--- src/rtl/priority_encoder_queued.sv ---
// Queued priority encoder: sticky pending request bits presented one at a time as a
// binary index over a valid/ready handshake, with fixed MSB-first or round-robin priority.
module priority_encoder_queued #(
  parameter  int N_LINES = 8,
  parameter  int MODE    = 0,
  localparam int OUT_W   = $clog2(N_LINES)
) (
  input  logic               clk,
  input  logic               rst_n,
  input  logic [N_LINES-1:0] in_lines,
  input  logic               clr_all,
  input  logic               out_ready,
  output logic               out_valid,
  output logic [OUT_W-1:0]   out_lines,
  output logic [N_LINES-1:0] pending,
  output logic               dup_hit
);

  logic [N_LINES-1:0] r_pending;
  logic               r_out_valid;
  logic [OUT_W-1:0]   r_out_lines;
  logic [OUT_W-1:0]   r_rr_last;
  logic               r_dup_hit;

  logic               w_ack;
  logic               w_load;
  logic [N_LINES-1:0] w_ack_vec;
  logic [N_LINES-1:0] w_pending_nxt;
  logic [OUT_W-1:0]   w_rr_eff;
  logic [OUT_W-1:0]   w_sel_all;
  logic [OUT_W-1:0]   w_sel_low;
  logic               w_low_found;
  logic               w_any_nxt;
  logic [OUT_W-1:0]   w_sel;

  assign w_ack  = r_out_valid & out_ready;
  assign w_load = ~r_out_valid | w_ack;

  // The pointer used for this cycle's search already reflects an ack happening now,
  // so back-to-back grants rotate instead of re-granting the same line.
  assign w_rr_eff = w_ack ? r_out_lines : r_rr_last;

  always_comb begin
    // NOTE: default every combinational output first so no path leaves it unassigned (latch).
    w_ack_vec = '0;
    for (int i = 0; i < N_LINES; i++) begin
      if (w_ack && (r_out_lines == OUT_W'(i))) w_ack_vec[i] = 1'b1;
    end
  end

  // Set wins over the ack clear, so a re-request in the ack cycle stays pending.
  assign w_pending_nxt = (r_pending & ~w_ack_vec) | in_lines;
  assign w_any_nxt     = |w_pending_nxt;

  // Descending search from rr-1 wrapping at 0 == highest set index below the pointer,
  // else highest set index overall. A zero pointer admits every index.
  always_comb begin
    w_sel_all   = '0;
    w_sel_low   = '0;
    w_low_found = 1'b0;
    for (int i = 0; i < N_LINES; i++) begin
      if (w_pending_nxt[i]) begin
        w_sel_all = OUT_W'(i);
        if ((w_rr_eff == '0) || (OUT_W'(i) < w_rr_eff)) begin
          w_sel_low   = OUT_W'(i);
          w_low_found = 1'b1;
        end
      end
    end
  end

  assign w_sel = ((MODE == 1) && w_low_found) ? w_sel_low : w_sel_all;

  always_ff @(posedge clk or negedge rst_n) begin
    if (!rst_n) begin
      // NOTE: sequential state uses non-blocking assignments so every register samples pre-edge values.
      r_pending   <= '0;
      r_out_valid <= 1'b0;
      r_out_lines <= '0;
      r_rr_last   <= '0;
      r_dup_hit   <= 1'b0;
    end else if (clr_all) begin
      r_pending   <= '0;
      r_out_valid <= 1'b0;
      r_out_lines <= '0;
      r_rr_last   <= '0;
      r_dup_hit   <= 1'b0;
    end else begin
      r_pending <= w_pending_nxt;
      r_dup_hit <= |(in_lines & r_pending & ~w_ack_vec);
      if (w_ack) r_rr_last <= r_out_lines;
      if (w_load) begin
        r_out_valid <= w_any_nxt;
        // When nothing is pending the index keeps its last value.
        if (w_any_nxt) r_out_lines <= w_sel;
      end
    end
  end

  assign out_valid = r_out_valid;
  assign out_lines = r_out_lines;
  assign pending   = r_pending;
  assign dup_hit   = r_dup_hit;

endmodule

--- config.mk ---
export PLATFORM = sky130hd
export DESIGN_NAME = priority_encoder_queued
export DESIGN_NICKNAME = d
export VERILOG_FILES = /design/src/rtl/priority_encoder_queued.sv
export SDC_FILE = /design/constraint.sdc
export NUM_CORES = 1
export LEC_CHECK = 0
export ABC_AREA = 0
export BUFFER_PORTS_ARGS = -buffer_cell sky130_fd_sc_hd__buf_4
export CAP_MARGIN = 20
export CORE_UTILIZATION = 40
export DETAILED_ROUTE_END_ITERATION = 10
export SYNTH_ARGS = -nofsm -noshare
export SYNTH_HDL_FRONTEND = slang
export SYNTH_SLANG_ARGS = --single-unit
--- constraint.sdc ---
create_clock -name clk -period 1.9 [get_ports clk]
set_clock_uncertainty 0.15 [all_clocks]
set_input_delay 0.095 -clock clk [delete_from_list [all_inputs] [get_ports clk]]
set_output_delay 0.095 -clock clk [all_outputs]
set_load 0.02 [all_outputs]
# Yosys cells after proc, flatten, opt, wreduce, memory -nomap -nowiden
# Cells that the tools add are included.
[totals]
register_bits = 13
in_bits = 12
output_inout_bits = 13
elab_cells = 55
[classes]
eq_ne = 7
muxes = 22
bitwise = 8
n_reduce_logical = 14
[ops]
columns = ["op", "n"]
rows = [
  ["$mux 3", 9],
  ["$and 8x8->8", 3],
  ["$reduce_or 8->1", 2],
  ["$eq 3x3->1 const B", 4],
  ["$mux 1", 12],
  ["$logic_and 1x1->1", 8],
  ["$mux 8", 1],
  ["$not 8->8", 1],
  ["$or 8x8->8", 1],
  ["$eq 3x2->1 const B", 2],
  ["$reduce_bool 2->1", 2],
  ["$eq 3x1->1 const B", 1],
  ["$logic_not 3->1", 1],
  ["$reduce_and 2->1", 1],
  ["$and 1x1->1", 1],
  ["$not 1->1", 1],
  ["$or 1x1->1", 1],
]

# Depth between registers and ports, before layout
# Gate-level depths: netlist of run 1.
[depth]
ltp_word = 16
ltp_mapped = 6
ltp_nobuf = 5

# Worst setup path before layout of run 1
# OpenSTA, ideal clock, no wires.
[synth_path]
path_type = "reg2reg"
startpoint = "register r_out_lines[1], in the netlist out_lines[1]"
endpoint = "register r_out_valid, in the netlist out_valid"
setup_ns = 0.119
t_arrival_ns = 1.554
required_time_ns = 1.631
setup_slack_ns = 0.077
path_stages_with_launch = 7
path_buffers = 1
period_less_slack_ns = 1.823
cell_sequence = "dfrtp_1 buf_6 or3_1 o22ai_2 and4_4 nand2_1 o21a_1"
[synth_between]
elab_chain_len = 9
elab_cells_between_ends = 30
classes_between = "7 x eq/ne; 10 x mux; 3 x bitwise; 10 x reduce/logical"
[synth_rtl]
columns = ["element", "line_no", "text"]
rows = [
  ["start, declared", "21", "logic [OUT_W-1:0] r_out_lines;"],
  ["start signal, assigned", "95", "if (w_any_nxt) r_out_lines <= w_sel;"],
  ["$eq 3x1->1, or another cell as far along", "47", "if (w_ack && (r_out_lines == OUT_W'(i))) w_ack_vec[i] = 1'b1;"],
  ["$logic_and 1x1->1", "47", ""],
  ["$mux 1", "47", ""],
  ["$not 8->8 (*)", "52", "assign w_pending_nxt = (r_pending & ~w_ack_vec) | in_lines;"],
  ["$and 8x8->8 (*)", "52", ""],
  ["$or 8x8->8 (*)", "52", ""],
  ["$reduce_or 8->1 (*)", "53", "assign w_any_nxt = |w_pending_nxt;"],
  ["$mux 1 (*)", "92", "if (w_load) begin"],
  ["$mux 1 (*)", "82", "end else if (clr_all) begin"],
  ["end signal, assigned", "93", "r_out_valid <= w_any_nxt;"],
  ["end, declared", "20", "logic r_out_valid;"],
]
# Mark *: on every way between the ends. The rest lies on a longest branch, timed or not. The select of a mux whose other input is x is not followed.
# A chain may end at the register's enable or synchronous reset.

# Worst setup path after layout of run 1
# Ends and elaborated chain as after synthesis.

==> flow_metrics.tcl, run 1 <==
set metrics [dict create \
    outcome "completed" \
    max_cap_violations 0 \
    drtIter0Drc 8 \
    grt_busiest_layer "met2" \
    grt_max_degree 14 \
    grt_use_met1_pct 27.5 \
    whs_ns 0.0190 \
    ctsRootBufferMaster "clkbuf_4" \
    syn_inst 84 \
    ys_seq_elements 13 \
    power_frac_comb_pct 30.5 \
    synthArstFlopShare_pct 100 \
    p_leak_nw 0.530 \
    synth_compound_area_share_pct 30.7 \
    synthSimpleGateAreaFrac_pct 26.3 \
    swShare_pct 33.4 \
    fillers 185 \
    initial_core_util_pct 42.9 \
    ctsLongestPathBuffers 2 \
    ir_drop_mv 0.515 \
    placed_cell_area_mm2 0.00107 \
    setup_viol 0 \
    grt_use_total_pct 20.6 \
    rsz0062_at_grt "yes" \
    crit_buf_inv 0 \
    cp_cell_sequence "nand2b_1 -> o31ai_2 -> and4_4 -> nand2_1 -> o21a_1" \
    cp_max_fo 11 \
    slew_viol_final 0 \
    synth_edf_count 0 \
    power_frac_clock_pct 25.2 \
    antenna_found_initial 0 \
    wl_mm 2.07 \
    synth_top_family_by_area "compound AO/OA/AOI/OAI gates" \
    place.gp.congestion 0.850 \
    min_period_ns 1.82 \
    synth_top_area_share_pct 38.7 \
    numPortBuffers 24 \
    die_h_um 47.8 \
    tns_ns 0 \
    cp.arrival_ns 1.86 \
    power.switching_uw 244 \
    syn_avg_cell_area_um2 10.0 \
    total_power_uw 733 \
    synthTopCellsByCount "13 x dfrtp_1, 11 x nor2_1, 6 x nand2_1" \
    drive_gt1_share_pct 44.2 \
    synth.area.top_cells "dfrtp_1 39%, nor2_1 4.9%, o211ai_1 3.6%, o22ai_2 3.0%, o31ai_2 3.0%" \
    cpMaxStageDelayCell "dfrtp_2" \
    io_pins 25 \
    fin_util_pct 59.2 \
    gr-usage-met2_pct 31.9 \
    max_stage_delay_ns 0.49 \
    path_class "reg -> reg" \
    clk_latency_ns 0.29 \
    hold_path_class "in -> reg" \
    cp-end-kind "flip-flop" \
    nets 133 \
    p_int_uw 488 \
    die-area_mm2 0.00229 \
    synth_xor_area_share_pct 0 \
    dp_cells 137 \
    multi_input_area_um2 493 \
    htree_levels 1 \
    clock_sink_count 13 \
    yosysWarnings 0 \
    vias 794 \
    met3_usage_pct 2.64 \
    syn-num-nets 96 \
    synth_flop_cell "dfrtp_1" \
    tightest_slew_ns 0.347 \
    rows 16 \
    path_delay_family "simple AND/OR/NAND/NOR gates" \
    setup_ws_ns 0.0785 \
    die_width_um 47.8 \
    critPathLaunchType "flip-flop" \
    core_mm2 0.00196 \
    via_per_inst 5.40 \
    synth-seq-area-share_pct 38.7 \
    regArea_um2 328 \
    clk_pin_slew_ns 0.09 \
    tritoncts "built" \
    fin_cells 147 \
    numCtsBuffers 3 \
    num_antenna_cells 0 \
    netlist_area_um2 841 \
    wl_per_cell_um 14.0 \
    ant_nets 0 \
    grt.overflow.total 0 \
    drc 0 \
    fin_crit_sh_pct 95.9 \
    synth_top_area_cell "dfrtp_1" \
    power_density_mw_per_mm2 630 \
    synth_fa_ha_area_share_pct 0 \
    crit_required_ns 1.94 \
    finalHoldViolCount 0 \
    postLayoutCellArea_mm2 0.00116 \
    synth.distinct_cells 41 \
    yosysMostFrequentCell "dfrtp_1" \
    slew-limit-headroom_pct 76.9 \
    place_ws_ns 0.0582 \
    first_pass_iters 4 \
    synth_mux_area_share_pct 1.19 \
    first_global_vias 705 \
    syn2layout_area_growth_pct 38.2 \
    grt_pass1_wl_mm 3.15 \
    hpwlAfterDp_mm 1.50 \
    max_freq_mhz 549 \
    pwr-share-seq_pct 44.2 \
]
-- power by group through the flow --
stage	clock, mW	combinational (mW)	sequential (mW)
final	0.185	0.224	0.324
after global routing	0.193	0.244	0.329
after CTS	0.187	0.222	0.323
after detailed placement	0	0.211	0.329
after global placement	0	0.213	0.328
after floorplan	0	0.101	0.347
-- timing repair --
item / in CTS / in global routing
buffers inserted: 0 / 0
gates resized for setup: 0 / 4
endpoints found under the setup margin: 0 / 5
endpoints found under the hold margin: 22 / 0
hold buffers: 6 / 0
-- cells by family (layout without fill, tap and decap cells) --
group | Yosys count | count (layout)
flip-flops | 13 | 13
AND/OR/NAND/NOR | 36 | 36
buffers and inverters | 4 | 40
multiplexers | 1 | 1
AO/OA/AOI/OAI | 30 | 30
-- state kept, by name (all words and copies together) (netlist names) --
register   flops
pending        8
out_lines      3
dup_hit        1
out_valid      1
-- metal layers --
metal  vias up  routed length (um)
met2        24                 887
met5         -                   0
li1        394                   -
met1       370                 999
met3         6                 109
met4         0                  69
-- cell type report --
class	instances	area share (%)
Inverter	1	0.323
Clock buffer	4	2.26
Tap cell	27	2.91
Timing Repair Buffer	35	23.9
Multi-Input combinational cell	67	42.4
Sequential cell	13	28.2
-- cell usage in the layout, fill, tap and decap left out, drive strengths merged --
cell,synthesis,routed
a211o,1,1
nor3,1,1
o22ai,3,3
a21o,2,2
o21ai,3,3
a21bo,1,1
or3,2,2
a31oi,1,1
clkbuf,1,4
nand3,1,1
mux2i,1,1
a41oi,1,1
a21oi,3,3
inv,1,1
or2,3,3
dfrtp,13,13
and2b,1,1
buf,2,29
nand2b,2,2
nand4,1,1
nand2,6,6
o311ai,2,2
a2111oi,1,1
dlygate4sd3,0,6
nor3b,1,1
and4,2,2
a211oi,1,1
o31ai,4,4
nand3b,3,3
nor2,11,11
o211ai,4,4
and3,2,2
o21a,2,2
o211a,1,1
-- worst register-to-register path, stage by stage, from the launching register on --
cell	delay [ns]
dfrtp_2	0.49
nand2b_1	0.22
o31ai_2	0.34
and4_4	0.31
nand2_1	0.06
o21a_1	0.16
-- path summary, 6_finish.rpt --
| path | cells after the start | startpoint | endpoint | slack (ns) |
|---|---|---|---|---|
| worst max-delay path | 5 | out_lines[1]$_DFFE_PN0P_ | out_valid$_DFFE_PN0P_ | 0.08 |
| max in group asynchronous | 2 | rst_n | out_lines[0]$_DFFE_PN0P_ | 1.39 |
| min in group asynchronous | 2 | rst_n | pending[0]$_DFF_PN0_ | 0.03 |
| worst min-delay path | 3 | in_lines[7] | pending[7]$_DFF_PN0_ | 0.02 |
| worst min register to register | 2 | out_lines[2]$_DFFE_PN0P_ | out_lines[2]$_DFFE_PN0P_ | 0.45 |
| worst max register to register | 5 | out_lines[1]$_DFFE_PN0P_ | out_valid$_DFFE_PN0P_ | 0.08 |
No activity file was read; power rests on OpenSTA's default activity.
==> run 2, diff against run 1 <==
--- a/config.mk
+++ b/config.mk
@@ -8,8 +8,12 @@
 export ABC_AREA = 0
 export BUFFER_PORTS_ARGS = -buffer_cell sky130_fd_sc_hd__buf_4
 export CAP_MARGIN = 20
-export CORE_UTILIZATION = 40
+export CELL_PAD_IN_SITES_DETAIL_PLACEMENT = 0
+export CELL_PAD_IN_SITES_GLOBAL_PLACEMENT = 1
+export CORE_ASPECT_RATIO = 0.6
+export CORE_UTILIZATION = 37
 export DETAILED_ROUTE_END_ITERATION = 10
+export PLACE_DENSITY_LB_ADDON = 0.1
 export SYNTH_ARGS = -nofsm -noshare
 export SYNTH_HDL_FRONTEND = slang
 export SYNTH_SLANG_ARGS = --single-unit
==> flow_metrics.tcl, run 2 (same netlist as run 1, synthesis figures left out) <==
set metrics [dict create \
    outcome "completed" \
    drive_gt1_share_pct 55.7 \
    place.gp.congestion 0.830 \
    die-area_mm2 0.00247 \
    core_mm2 0.00198 \
    power_density_mw_per_mm2 666 \
    p_leak_nw 0.573 \
    final_cell_mix "34 x buf_4, 11 x nor2_1, 10 x dfrtp_1" \
    via_per_inst 5.66 \
    swShare_pct 32.4 \
    slew-limit-headroom_pct 80.3 \
    num_antenna_cells 0 \
    whs_ns 0.00232 \
    vias 849 \
    cp_max_fo 8 \
    drtIter0Drc 42 \
    pwr-share-seq_pct 38.3 \
    drc 0 \
    worst-r2r-setup-slack_ns 0.04 \
    htree_levels 1 \
    place_ws_ns -0.0535 \
    fin_util_pct 65.0 \
    power.switching_uw 278 \
    grt_pass1_wl_mm 3.77 \
    power_frac_clock_pct 29.5 \
    crit_required_ns 1.87 \
    first_global_vias 774 \
    tightest_slew_ns 0.294 \
    path_class "reg -> reg" \
    clock_sink_count 13 \
    wl_mm 2.65 \
    cp.arrival_ns 1.83 \
    power_frac_comb_pct 32.2 \
    critPathLaunchType "flip-flop" \
    finalHoldViolCount 0 \
    rsz0062_at_grt "yes" \
    rows 12 \
    ir_drop_mv 0.612 \
    syn2layout_area_growth_pct 53.1 \
    fin_crit_sh_pct 98.1 \
    grt_use_total_pct 21.1 \
    total_power_uw 857 \
    die_h_um 38.9 \
    setup_ws_ns 0.0356 \
    clk_latency_ns 0.25 \
    setup_viol 0 \
    io_pins 25 \
    min_period_ns 1.86 \
    largest_register_ffs 8 \
    hpwlAfterDp_mm 1.79 \
    wl_per_cell_um 17.6 \
    reg2regPathDepth 5 \
    ant_nets 0 \
    p_int_uw 579 \
    nets 135 \
    grt.overflow.total 0 \
    cp-end-kind "flip-flop" \
    antenna_found_initial 0 \
    first_pass_iters 4 \
    die_width_um 63.5 \
    holdPathStages 3 \
    numCtsBuffers 3 \
    slew_viol_final 0 \
    hold_path_class "in -> reg" \
    grt_max_degree 14 \
    ctsRootBufferMaster "clkbuf_8" \
    numPortBuffers 24 \
    ctsLongestPathBuffers 2 \
    mostFrequentLayoutCell "buf_4" \
    clk_pin_slew_ns 0.06 \
    tritoncts "built" \
    max_cap_violations 0 \
    max_freq_mhz 536 \
    initial_core_util_pct 42.4 \
]
## run 2: cell type report
| type | instances | area (um2) |
|---|---|---|
| Clock buffer | 4 | 45.0 |
| Inverter | 1 | 3.75 |
| Multi-Input combinational cell | 67 | 588 |
| Sequential cell | 13 | 329 |
| Tap cell | 28 | 35.0 |
| Fill cell | 179 | 694 |
| Timing Repair Buffer | 37 | 287 |
## run 2: what timing repair did
action,4_1_cts,5_1_grt
pin swaps,0,9
gates resized for setup,2,18
buffers inserted,0,5
hold buffers,2,0
endpoints found under the hold margin,22,0
setup endpoints to repair,1,5
## run 2: metrics by stage
stage / instance area [um2] / cells / setup TNS (ns)
finish: 1290 / 150 / 0
global route: 1290 / 150 / -0.0451
CTS: 1160 / 146 / 0
detailed placement: 1090 / 140 / -0.0535
global placement: 1090 / 140 / -0.111
floorplan: 841 / 84 / 0
## run 2: power by group through the flow
stage                     registers, mW  clock network [mW]  logic (mW)
after detailed placement          0.327                   0       0.222
after global placement            0.326                   0       0.221
after floorplan                   0.347                   0       0.101
after CTS                         0.323               0.254       0.229
final                             0.328               0.253       0.276
after global routing              0.332               0.268       0.293
## run 2: path summary, 6_finish.rpt
check | start | to
max | out_lines[0]$_DFFE_PN0P_ | out_lines[1]$_DFFE_PN0P_
min | in_lines[0] | pending[0]$_DFF_PN0_
max reg2reg | out_lines[0]$_DFFE_PN0P_ | out_lines[1]$_DFFE_PN0P_
min reg2reg | out_lines[2]$_DFFE_PN0P_ | out_lines[2]$_DFFE_PN0P_
max in group asynchronous | rst_n | out_lines[1]$_DFFE_PN0P_
min in group asynchronous | rst_n | out_lines[2]$_DFFE_PN0P_
## run 2: layer usage
layer  up-vias  GRT usage, %  share of wire (%)
met4         0          3.41                  0
met5         -             0                  0
li1        394             -                  -
met3         0          6.18                6.5
met2        33          33.5                 47
met1       422          29.0                 47
## run 2: critical path: stages (launching register included)
cell and delay, ns:
dfrtp_2 0.49, nand2b_4 0.20, o31ai_4 0.34, and4_4 0.35
a21oi_4 0.08, mux2i_1 0.12
